[src/rtl/ofdm_syn_buf_ctrl.sv]
// Ping-pong frame buffer controller: writes received frames into two DPRAM banks and
// replays each one from the sync-detector offset onward through a 2-entry output FIFO.
module ofdm_syn_buf_ctrl #(
   parameter int unsigned DATA_WIDTH     = 16,
   parameter int unsigned SYN_DATA_WIDTH = 13
) (
   input  logic                      axis_aclk,
   input  logic                      axis_arst,
   input  logic                      s_axis_data_tvalid,
   input  logic                      s_axis_data_tlast,
   input  logic [DATA_WIDTH-1:0]     s_axis_data_tdata,
   output logic                      s_axis_data_trdy,
   input  logic                      s_axis_ctrl_tvalid,
   input  logic [SYN_DATA_WIDTH-1:0] s_axis_ctrl_tdata,
   output logic                      s_axis_ctrl_trdy,
   output logic                      m_axis_data_tvalid,
   output logic                      m_axis_data_tlast,
   output logic [DATA_WIDTH-1:0]     m_axis_data_tdata,
   input  logic                      m_axis_data_trdy,
   output logic                      ram_wr_en,
   output logic [SYN_DATA_WIDTH:0]   ram_wr_addr,
   output logic [DATA_WIDTH-1:0]     ram_wr_data,
   output logic                      ram_rd_en,
   output logic [SYN_DATA_WIDTH:0]   ram_rd_addr,
   input  logic [DATA_WIDTH-1:0]     ram_rd_data,
   output logic                      offset_err
);

   localparam int unsigned AW = SYN_DATA_WIDTH;
   localparam logic [AW-1:0] CntMax = {AW{1'b1}};
   localparam logic [AW:0]   LenOne = {{AW{1'b0}}, 1'b1};

   typedef enum logic [1:0] {StIdle, StRun, StDrain} state_e;

   state_e                state_q, state_d;
   logic [1:0]            full_q, full_d;
   logic [AW:0]           len_q [2];
   logic [AW:0]           len_d [2];
   logic                  wr_bank_q, wr_bank_d;
   logic [AW-1:0]         wr_cnt_q, wr_cnt_d;
   logic                  rd_bank_q, rd_bank_d;
   logic [AW-1:0]         rd_cnt_q, rd_cnt_d;
   logic                  offset_err_q, offset_err_d;
   logic                  inflight_q, inflight_last_q;
   logic [DATA_WIDTH-1:0] fifo_data_q [2];
   logic [1:0]            fifo_last_q;
   logic                  fifo_wptr_q, fifo_rptr_q;
   logic [1:0]            fifo_cnt_q, fifo_cnt_d;

   logic                  wr_fire, wr_close, ctrl_fire, offset_ok;
   logic                  rd_last, fifo_pop, rd_clr;
   logic [AW:0]           cur_len;
   logic [1:0]            occ;

   always_comb begin
      s_axis_data_trdy = !axis_arst && !full_q[wr_bank_q];
      wr_fire          = s_axis_data_tvalid && s_axis_data_trdy;
      wr_close         = wr_fire && (s_axis_data_tlast || (wr_cnt_q == CntMax));
      ram_wr_en        = wr_fire;
      ram_wr_addr      = wr_fire ? {wr_bank_q, wr_cnt_q} : '0;
      ram_wr_data      = wr_fire ? s_axis_data_tdata : '0;

      cur_len          = len_q[rd_bank_q];
      s_axis_ctrl_trdy = !axis_arst && (state_q == StIdle) && full_q[rd_bank_q];
      ctrl_fire        = s_axis_ctrl_tvalid && s_axis_ctrl_trdy;
      offset_ok        = {1'b0, s_axis_ctrl_tdata} < cur_len;

      m_axis_data_tvalid = (fifo_cnt_q != 2'd0);
      m_axis_data_tdata  = fifo_data_q[fifo_rptr_q];
      m_axis_data_tlast  = fifo_last_q[fifo_rptr_q];
      fifo_pop           = m_axis_data_tvalid && m_axis_data_trdy;

      // Crediting the current pop lets a read issue every cycle once streaming.
      occ         = fifo_cnt_q + {1'b0, inflight_q} - {1'b0, fifo_pop};
      ram_rd_en   = (state_q == StRun) && (occ < 2'd2);
      ram_rd_addr = ram_rd_en ? {rd_bank_q, rd_cnt_q} : '0;
      rd_last     = ({1'b0, rd_cnt_q} == (cur_len - LenOne));

      rd_clr = (ctrl_fire && !offset_ok) ||
               ((state_q == StDrain) && (fifo_cnt_q == 2'd0) && !inflight_q);
      offset_err = offset_err_q;
   end

   always_comb begin
      state_d      = state_q;
      full_d       = full_q;
      len_d        = len_q;
      wr_bank_d    = wr_bank_q;
      wr_cnt_d     = wr_cnt_q;
      rd_bank_d    = rd_bank_q;
      rd_cnt_d     = rd_cnt_q;
      offset_err_d = ctrl_fire && !offset_ok;
      fifo_cnt_d   = fifo_cnt_q + {1'b0, inflight_q} - {1'b0, fifo_pop};

      if (wr_fire) begin
         wr_cnt_d = wr_cnt_q + 1'b1;
         if (wr_close) begin
            len_d[wr_bank_q]  = {1'b0, wr_cnt_q} + LenOne;
            full_d[wr_bank_q] = 1'b1;
            wr_bank_d         = !wr_bank_q;
            wr_cnt_d          = '0;
         end
      end

      // Writer only targets a non-full bank, reader only clears a full one.
      if (rd_clr) begin
         full_d[rd_bank_q] = 1'b0;
         rd_bank_d         = !rd_bank_q;
      end

      unique case (state_q)
         StIdle: begin
            if (ctrl_fire && offset_ok) begin
               rd_cnt_d = s_axis_ctrl_tdata;
               state_d  = StRun;
            end
         end
         StRun: begin
            if (ram_rd_en) begin
               rd_cnt_d = rd_cnt_q + 1'b1;
               if (rd_last) state_d = StDrain;
            end
         end
         StDrain: begin
            if (rd_clr) state_d = StIdle;
         end
         default: state_d = StIdle;
      endcase
   end

   always_ff @(posedge axis_aclk or posedge axis_arst) begin
      if (axis_arst) begin
         state_q         <= StIdle;
         full_q          <= '0;
         len_q[0]        <= '0;
         len_q[1]        <= '0;
         wr_bank_q       <= 1'b0;
         wr_cnt_q        <= '0;
         rd_bank_q       <= 1'b0;
         rd_cnt_q        <= '0;
         offset_err_q    <= 1'b0;
         inflight_q      <= 1'b0;
         inflight_last_q <= 1'b0;
         fifo_data_q[0]  <= '0;
         fifo_data_q[1]  <= '0;
         fifo_last_q     <= '0;
         fifo_wptr_q     <= 1'b0;
         fifo_rptr_q     <= 1'b0;
         fifo_cnt_q      <= '0;
      end else begin
         state_q         <= state_d;
         full_q          <= full_d;
         len_q[0]        <= len_d[0];
         len_q[1]        <= len_d[1];
         wr_bank_q       <= wr_bank_d;
         wr_cnt_q        <= wr_cnt_d;
         rd_bank_q       <= rd_bank_d;
         rd_cnt_q        <= rd_cnt_d;
         offset_err_q    <= offset_err_d;
         inflight_q      <= ram_rd_en;
         inflight_last_q <= ram_rd_en && rd_last;
         if (inflight_q) begin
            fifo_data_q[fifo_wptr_q] <= ram_rd_data;
            fifo_last_q[fifo_wptr_q] <= inflight_last_q;
            fifo_wptr_q              <= !fifo_wptr_q;
         end
         if (fifo_pop) fifo_rptr_q <= !fifo_rptr_q;
         fifo_cnt_q <= fifo_cnt_d;
      end
   end

endmodule

[config.mk]
export PLATFORM = sky130hd
export DESIGN_NAME = ofdm_syn_buf_ctrl
export DESIGN_NICKNAME = d
export VERILOG_FILES = /design/src/rtl/ofdm_syn_buf_ctrl.sv
export SDC_FILE = /design/constraint.sdc
export NUM_CORES = 1
export LEC_CHECK = 0
export CORE_MARGIN = 2
export CORE_UTILIZATION = 47
export DETAILED_ROUTE_END_ITERATION = 16
export GPL_ROUTABILITY_DRIVEN = 0
export HOLD_SLACK_MARGIN = 0.05
export PLACE_DENSITY = 0.81
export SYNTH_ARGS = -nofsm -noshare
export SYNTH_HDL_FRONTEND = slang
export SYNTH_SLANG_ARGS = --single-unit
[constraint.sdc]
create_clock -name axis_aclk -period 3.1 [get_ports axis_aclk]
set_input_delay 0.465 -clock axis_aclk [delete_from_list [all_inputs] [get_ports axis_aclk]]
set_output_delay 0.465 -clock axis_aclk [all_outputs]
set_load 0.01 [all_outputs]
==> impl_metrics.json, run 1 <==
{
  "status": "complete, no violations",
  "postSynthRegisterBits": 101,
  "synth_top_area_share_pct": 42.8,
  "leakage_nw": 3.33,
  "skew_ps": 6.45,
  "crit_required_ps": 3320,
  "vdd_drop_max_mv": 0.351,
  "syn_avg_cell_area_um2": 9.63,
  "hold_path.class": "reg2reg",
  "clk_latency_ps": 340,
  "cts_max_level": 3,
  "synth.most_common_cell": "dfrtp_1",
  "grtUsageTotal_pct": 22.1,
  "async_reset_ff_share_pct": 100,
  "cp_slowest_stage_delay_ps": 380,
  "synth_top_family_by_area": "simple AND/OR/NAND/NOR gates",
  "syn_inst": 613,
  "hold_violations": 0,
  "drive_gt1_share_pct": 19.3,
  "final_util_pct": 63.3,
  "synthTopCellsByCount": "dfrtp_1, nand2_1, mux2_2, and3_1, o21ai_0",
  "fin_nets": 812,
  "dpl_worst_slack_ps": -128,
  "rows": 40,
  "holdWs_ps": 501,
  "die_w_um": 116,
  "end_kind": "flip-flop",
  "grt_max_degree": 40,
  "crit_family": "simple AND/OR/NAND/NOR gates",
  "filler_cell_count": 998,
  "path_buf_inv": 4,
  "dp_hpwl_mm": 10.8,
  "clock-sinks": 101,
  "relSlewSlack_pct": 40.1,
  "synthAdderAreaFrac_pct": 3.60,
  "powerDensity_nw_per_um2": 1050,
  "ant_nets": 0,
  "cp_slowest_cell": "dfrtp_1",
  "grt_pass1_wl_mm": 23.7,
  "synth.distinct_cells": 58,
  "drv_cap": 0,
  "ios": 118,
  "grt_pass1_vias": 5033,
  "root_buffer": "clkbuf_16",
  "netlist_top_cells_area": "dfrtp_1, mux2_2, and3_1",
  "path_cells": "or2_4, and2_4, ha_1, inv_1, ha_1, xnor2_2, xor2_1, buf_4, inv_2, mux2_4, a211oi_4, buf_4, mux2i_1, nand3_1",
  "synth_xor_area_share_pct": 5.64,
  "layout.cells.non_filler": 916,
  "die_y_um": 116,
  "fmax_mhz": 336,
  "worstSetupPathType": "reg2reg",
  "synth_top_flop_cell": "dfrtp_1",
  "wire_per_inst_um": 16.1,
  "total_power_mw": 8.05,
  "worstMarginPinSlew_ps": 899,
  "layout_min_cycle_time_ps": 2980,
  "synth-edff-count": 0,
  "area_growth_pct": 30.4,
  "ys_seq_area_share_pct": 42.8,
  "clock_path_buffers": 2,
  "synth_compound_area_share_pct": 11.3,
  "drc": 0,
  "path_clk_slew_ps": 70,
  "vias": 5141,
  "firstDrtPassIters": 5,
  "netlist_area_um2": 5910,
  "fin_ws_ps": 121,
  "vias_per_cell": 5.61,
  "diodes": 0,
  "core_area_um2": 12200,
  "cts_tree": "built",
  "syn_nets": 681,
  "synth.area.mux_share_pct": 14.1,
  "cp_max_fo": 6,
  "initialDrtViolationCount": 472,
  "yosysTopAreaCell": "dfrtp_1",
  "cts_made_buffers": 9,
  "start_util_pct": 48.6,
  "start_kind": "flip-flop",
  "yosysWarnings": 0,
  "arrival_ps": 3200,
  "die_area_um2": 13500,
  "wirelength_mm": 14.8,
  "slew_viol_final": 0,
  "dpl-instance-area_um2": 7400,
  "grt_overflow": 0,
  "grt_antenna_before_repair": 0,
  "port_buffers": 117,
  "synth-simple-area-share_pct": 19.2,
  "tns_ps": 0,
  "placedCellCount": 895,
  "min_period_over_period_pct": 96.1,
  "final_area_um2": 7700,
  "setup_violations": 0
}
-- placed cells by master (no fill, tap or decap), drive strengths merged, types with 8 or more instances in the layout --
cell	synthesis	routed
nor3	12	12
nand3	16	16
dfrtp	101	101
clkdlybuf4s50	0	102
ha	17	17
mux2	57	57
nor2	35	35
xor2	12	12
inv	14	15
o21ai	42	42
clkbuf	25	10
a21oi	39	39
xnor2	26	26
buf	8	51
o22ai	8	8
and3	45	45
nand2	60	60
mux2i	19	19
-- state kept, by name, summed over array words and instances (netlist names) --
register and count:
fifo_cnt_q 2, state_q 2, fifo_wptr_q 1, rd_cnt_q 13, wr_cnt_q 13, full_q 2, fifo_last_q 2, inflight_q 1
offset_err 1, fifo_rptr_q 1, rd_bank_q 1, fifo_data_q 32, len_q 28, wr_bank_q 1, inflight_last_q 1
-- timing repair --
| action | 4_1_cts | 5_1_grt |
|---|---|---|
| cloned | 1 | 2 |
| endpoints found under the setup margin | 15 | 34 |
| hold buffers | 0 | 0 |
| resized for setup | 66 | 15 |
| pin swaps | 2 | 3 |
| buffers inserted | 2 | 1 |
-- kinds of logic after synthesis --
logic type,after synthesis
AND/OR/NAND/NOR,218
AO/OA/AOI/OAI,115
flip-flops,101
multiplexers,76
buffers and inverters,48
XOR/XNOR,38
adder cells (fa/ha/maj),17
-- area by class of cell --
| cell class | count | area [um^2] | share of cell area (%) |
|---|---|---|---|
| clock buffer | 10 | 239 | 3.10 |
| clock inverter | 5 | 35.0 | 0.455 |
| inverter | 15 | 60.1 | 0.780 |
| multi-input combinational | 464 | 3240 | 42.0 |
| sequential | 101 | 2530 | 32.8 |
| tap | 168 | 210 | 2.73 |
| timing repair buffer | 153 | 1390 | 18.1 |
-- per-layer routing --
layer  share of wire [%]  global-route usage [%]  routed length, um  up-vias
met5                   0                       0                  0        -
met4                 1.5                    6.98                218        0
met3                 5.1                    3.79                751       22
met2                  48                    36.8               7120      192
met1                  45                    29.6               6670     2468
li1                    -                       -                  -     2459
-- path summary, 6_finish.rpt --
check                                           start                          to  slack [ps]  cells after the start
setup / recovery              fifo_cnt_q[1]$_DFF_PP0_    rd_cnt_q[12]$_DFFE_PP0P_         120                     14
hold / removal             fifo_data_q[7]$_DFFE_PP0P_  fifo_data_q[7]$_DFFE_PP0P_         500                      1
setup reg to reg              fifo_cnt_q[1]$_DFF_PP0_    rd_cnt_q[12]$_DFFE_PP0P_         120                     14
hold reg to reg            fifo_data_q[7]$_DFFE_PP0P_  fifo_data_q[7]$_DFFE_PP0P_         500                      1
max in group asynchronous                   axis_arst  fifo_data_q[6]$_DFFE_PP0P_        1620                      3
min in group asynchronous                   axis_arst       len_q[11]$_DFFE_PP0P_         630                      2
-- power breakdown --
part | internal (mW) | leakage [nW] | switching (mW)
Sequential | 1.83 | 1.24 | 0.551
Clock | 0.565 | 0.135 | 0.491
Combinational | 2.43 | 1.96 | 2.19
Total | 4.82 | 3.33 | 3.23
-- worst reg2reg max path, stage by stage, from the launching register on --
cell and delay (ps):
dfrtp_1 380, or2_4 260, and2_4 160, ha_1 270, inv_1 40, ha_1 200, xnor2_2 140, xor2_1 160
buf_4 150, inv_2 70, mux2_4 280, a211oi_4 330, buf_4 180, mux2i_1 160, nand3_1 80
Power figures use the tool's default switching activity.
==> inputs of run 2 (changes only) <==
HOLD_SLACK_MARGIN = not set   (was 0.05)
SLEW_MARGIN = 10   (was not set)
==> results of run 2 <==
The final DEF is identical to that of run 1; final timing and power are the same.
==> inputs of run 3 (changes only) <==
CORE_UTILIZATION = 52   (was 47)
PLACE_DENSITY = 0.84   (was 0.81)
clock period = 2.8 ns   (was 3.1 ns; I/O delays follow)
==> run 3 against run 2 <==
  * The run now ends with setup timing left
  * Clock skew is 6.9 ps higher
  * Flip-flop and latch count stayed put
  * Clock-buffer cell count is 1 higher
  * Combinational power is 44% higher
  * Core utilization is 11 points higher
==> impl_metrics.json, run 3 (synthesized netlist as in run 1, its figures left out) <==
{
  "hp-start": "fifo_wptr_q$_DFFE_PP0P_",
  "fmax_mhz": 335,
  "ant_nets": 0,
  "fin_nets": 842,
  "r2r_slack_ps": -170,
  "relSlewSlack_pct": 32.7,
  "cp_max_fo": 3,
  "cts_made_buffers": 9,
  "min_period_over_period_pct": 107,
  "cts_tree": "built",
  "diodes": 0,
  "holdPathEnd": "fifo_wptr_q$_DFFE_PP0P_",
  "worstSetupPathType": "reg2out",
  "dp_hpwl_mm": 11.2,
  "wirelength_mm": 17.0,
  "final_common_cell": "clkdlybuf4s50_1",
  "grt_overflow": 0,
  "grt_pass1_wl_mm": 26.2,
  "die_y_um": 111,
  "placedCellCount": 882,
  "dpl_worst_slack_ps": -303,
  "tns_ps": -3960,
  "worstMarginPinSlew_ps": 1010,
  "layout.cells.non_filler": 918,
  "mostFrequentLayoutCells": "clkdlybuf4s50_1, dfrtp_1, nand2_1",
  "clock_path_buffers": 2,
  "initialDrtViolationCount": 506,
  "final_util_pct": 74.8,
  "largest_reg_flops": 32,
  "arrival_ps": 2570,
  "holdPathStages": 1,
  "filler_cell_count": 696,
  "wire_per_inst_um": 18.5,
  "grt_max_degree": 44,
  "firstDrtPassIters": 5,
  "final_area_um2": 8220,
  "status": "complete, but fails checks",
  "leakage_nw": 3.53,
  "end_kind": "output pin",
  "r2r-start": "fifo_cnt_q[0]$_DFF_PP0_",
  "hold_violations": 0,
  "multi_input_area_um2": 3450,
  "drc": 0,
  "rows": 38,
  "start_util_pct": 53.8,
  "r2r-end": "rd_cnt_q[6]$_DFFE_PP0P_",
  "ctsHoldBuffers": 0,
  "vias": 5538,
  "start_kind": "flip-flop",
  "powerDensity_nw_per_um2": 1270,
  "grtUsageTotal_pct": 26.0,
  "slew_viol_final": 0,
  "root_buffer": "clkbuf_16",
  "rsz0062_at_grt": "true",
  "setup_violations": 31,
  "reg2regPathDepth": 15,
  "holdWs_ps": 492,
  "register_area_um2": 2530,
  "drv_cap": 0,
  "cts_max_level": 3,
  "area_growth_pct": 39.1,
  "fin_ws_ps": -186,
  "path_clk_slew_ps": 60,
  "drive_gt1_share_pct": 26.9,
  "grt_pass1_vias": 5404,
  "total_power_mw": 10.5,
  "clk_latency_ps": 350,
  "clock-sinks": 101,
  "layout_min_cycle_time_ps": 2990,
  "core_area_um2": 11000,
  "crit_required_ps": 2380,
  "ios": 118,
  "die_area_um2": 12200,
  "grt_antenna_before_repair": 0,
  "die_w_um": 111,
  "violations": "setup timing",
  "vias_per_cell": 6.03,
  "hold_path.class": "reg2reg",
  "vdd_drop_max_mv": 1.62,
  "port_buffers": 117,
  "largest_registers": "fifo_data_q (32), len_q (28)",
  "dpl-instance-area_um2": 7560,
  "top_register": "fifo_data_q",
  "skew_ps": 13.4
}
==> run 3: cell types whose count changed in the layout (fill, tap and decap cells not counted), sizes merged <==
cell | before | now
clkinv | 3 | 4
clkbuf | 10 | 11
clkinvlp | 2 | 1
buf | 51 | 81
inv | 15 | 14
==> run 3: how the worst max path moves through the flow <==
| stage | from | slack (ps) | depth (start not counted) | to |
|---|---|---|---|---|
| CTS | fifo_cnt_q[0]$_DFF_PP0_ | -90 | 11 | ram_rd_addr[0] |
| floorplan | fifo_cnt_q[0]$_DFF_PP0_ | 7 | 12 | rd_cnt_q[10]$_DFFE_PP0P_ |
| global route | fifo_cnt_q[0]$_DFF_PP0_ | -280 | 15 | rd_cnt_q[10]$_DFFE_PP0P_ |
| global placement | m_axis_data_trdy | -240 | 10 | ram_rd_addr[3] |
| detailed placement | m_axis_data_trdy | -300 | 10 | ram_rd_addr[0] |
| finish | fifo_cnt_q[0]$_DFF_PP0_ | -190 | 11 | ram_rd_addr[3] |
==> run 3: worst max-delay path: stages (launching register included) <==
cell and delay [ps]:
dfrtp_1 390, or2_4 260, and2_4 150, ha_4 260
inv_2 40, ha_4 170, xnor2_4 150, xor2_2 200
buf_2 180, buf_6 110, and3_1 170, buf_2 140
==> run 3: what timing repair did <==
| action | in CTS | in global routing |
|---|---|---|
| resized for setup | 79 | 52 |
| setup buffers | 10 | 10 |
| pin swaps | 5 | 11 |
| gates cloned | 2 | 1 |
| setup endpoints to repair | 32 | 36 |
==> run 3: routing by layer <==
metal / global-route usage, % / vias to the layer above / part of all wire [%]
met4: 9.92 / 0 / 3.4
li1: - / 2517 / -
met2: 43.9 / 304 / 50
met5: 0 / - / 0
met1: 32.5 / 2655 / 41
met3: 5.98 / 62 / 6.0
==> run 3: cell type report <==
type | instances | area share, %
clock buffers | 11 | 2.83
multi-input cells | 464 | 42.0
clock inverters | 4 | 0.289
flip-flops and latches | 101 | 30.8
well taps | 140 | 2.13
repair buffers | 183 | 21.2
inverters | 15 | 0.792
==> run 3: power by group <==
| group | internal (mW) | total, mW | switching, mW |
|---|---|---|---|
| combinational | 3.65 | 6.67 | 3.02 |
| clock | 0.597 | 1.12 | 0.525 |
| sequential | 2.03 | 2.67 | 0.645 |
| total | 6.27 | 10.5 | 4.19 |
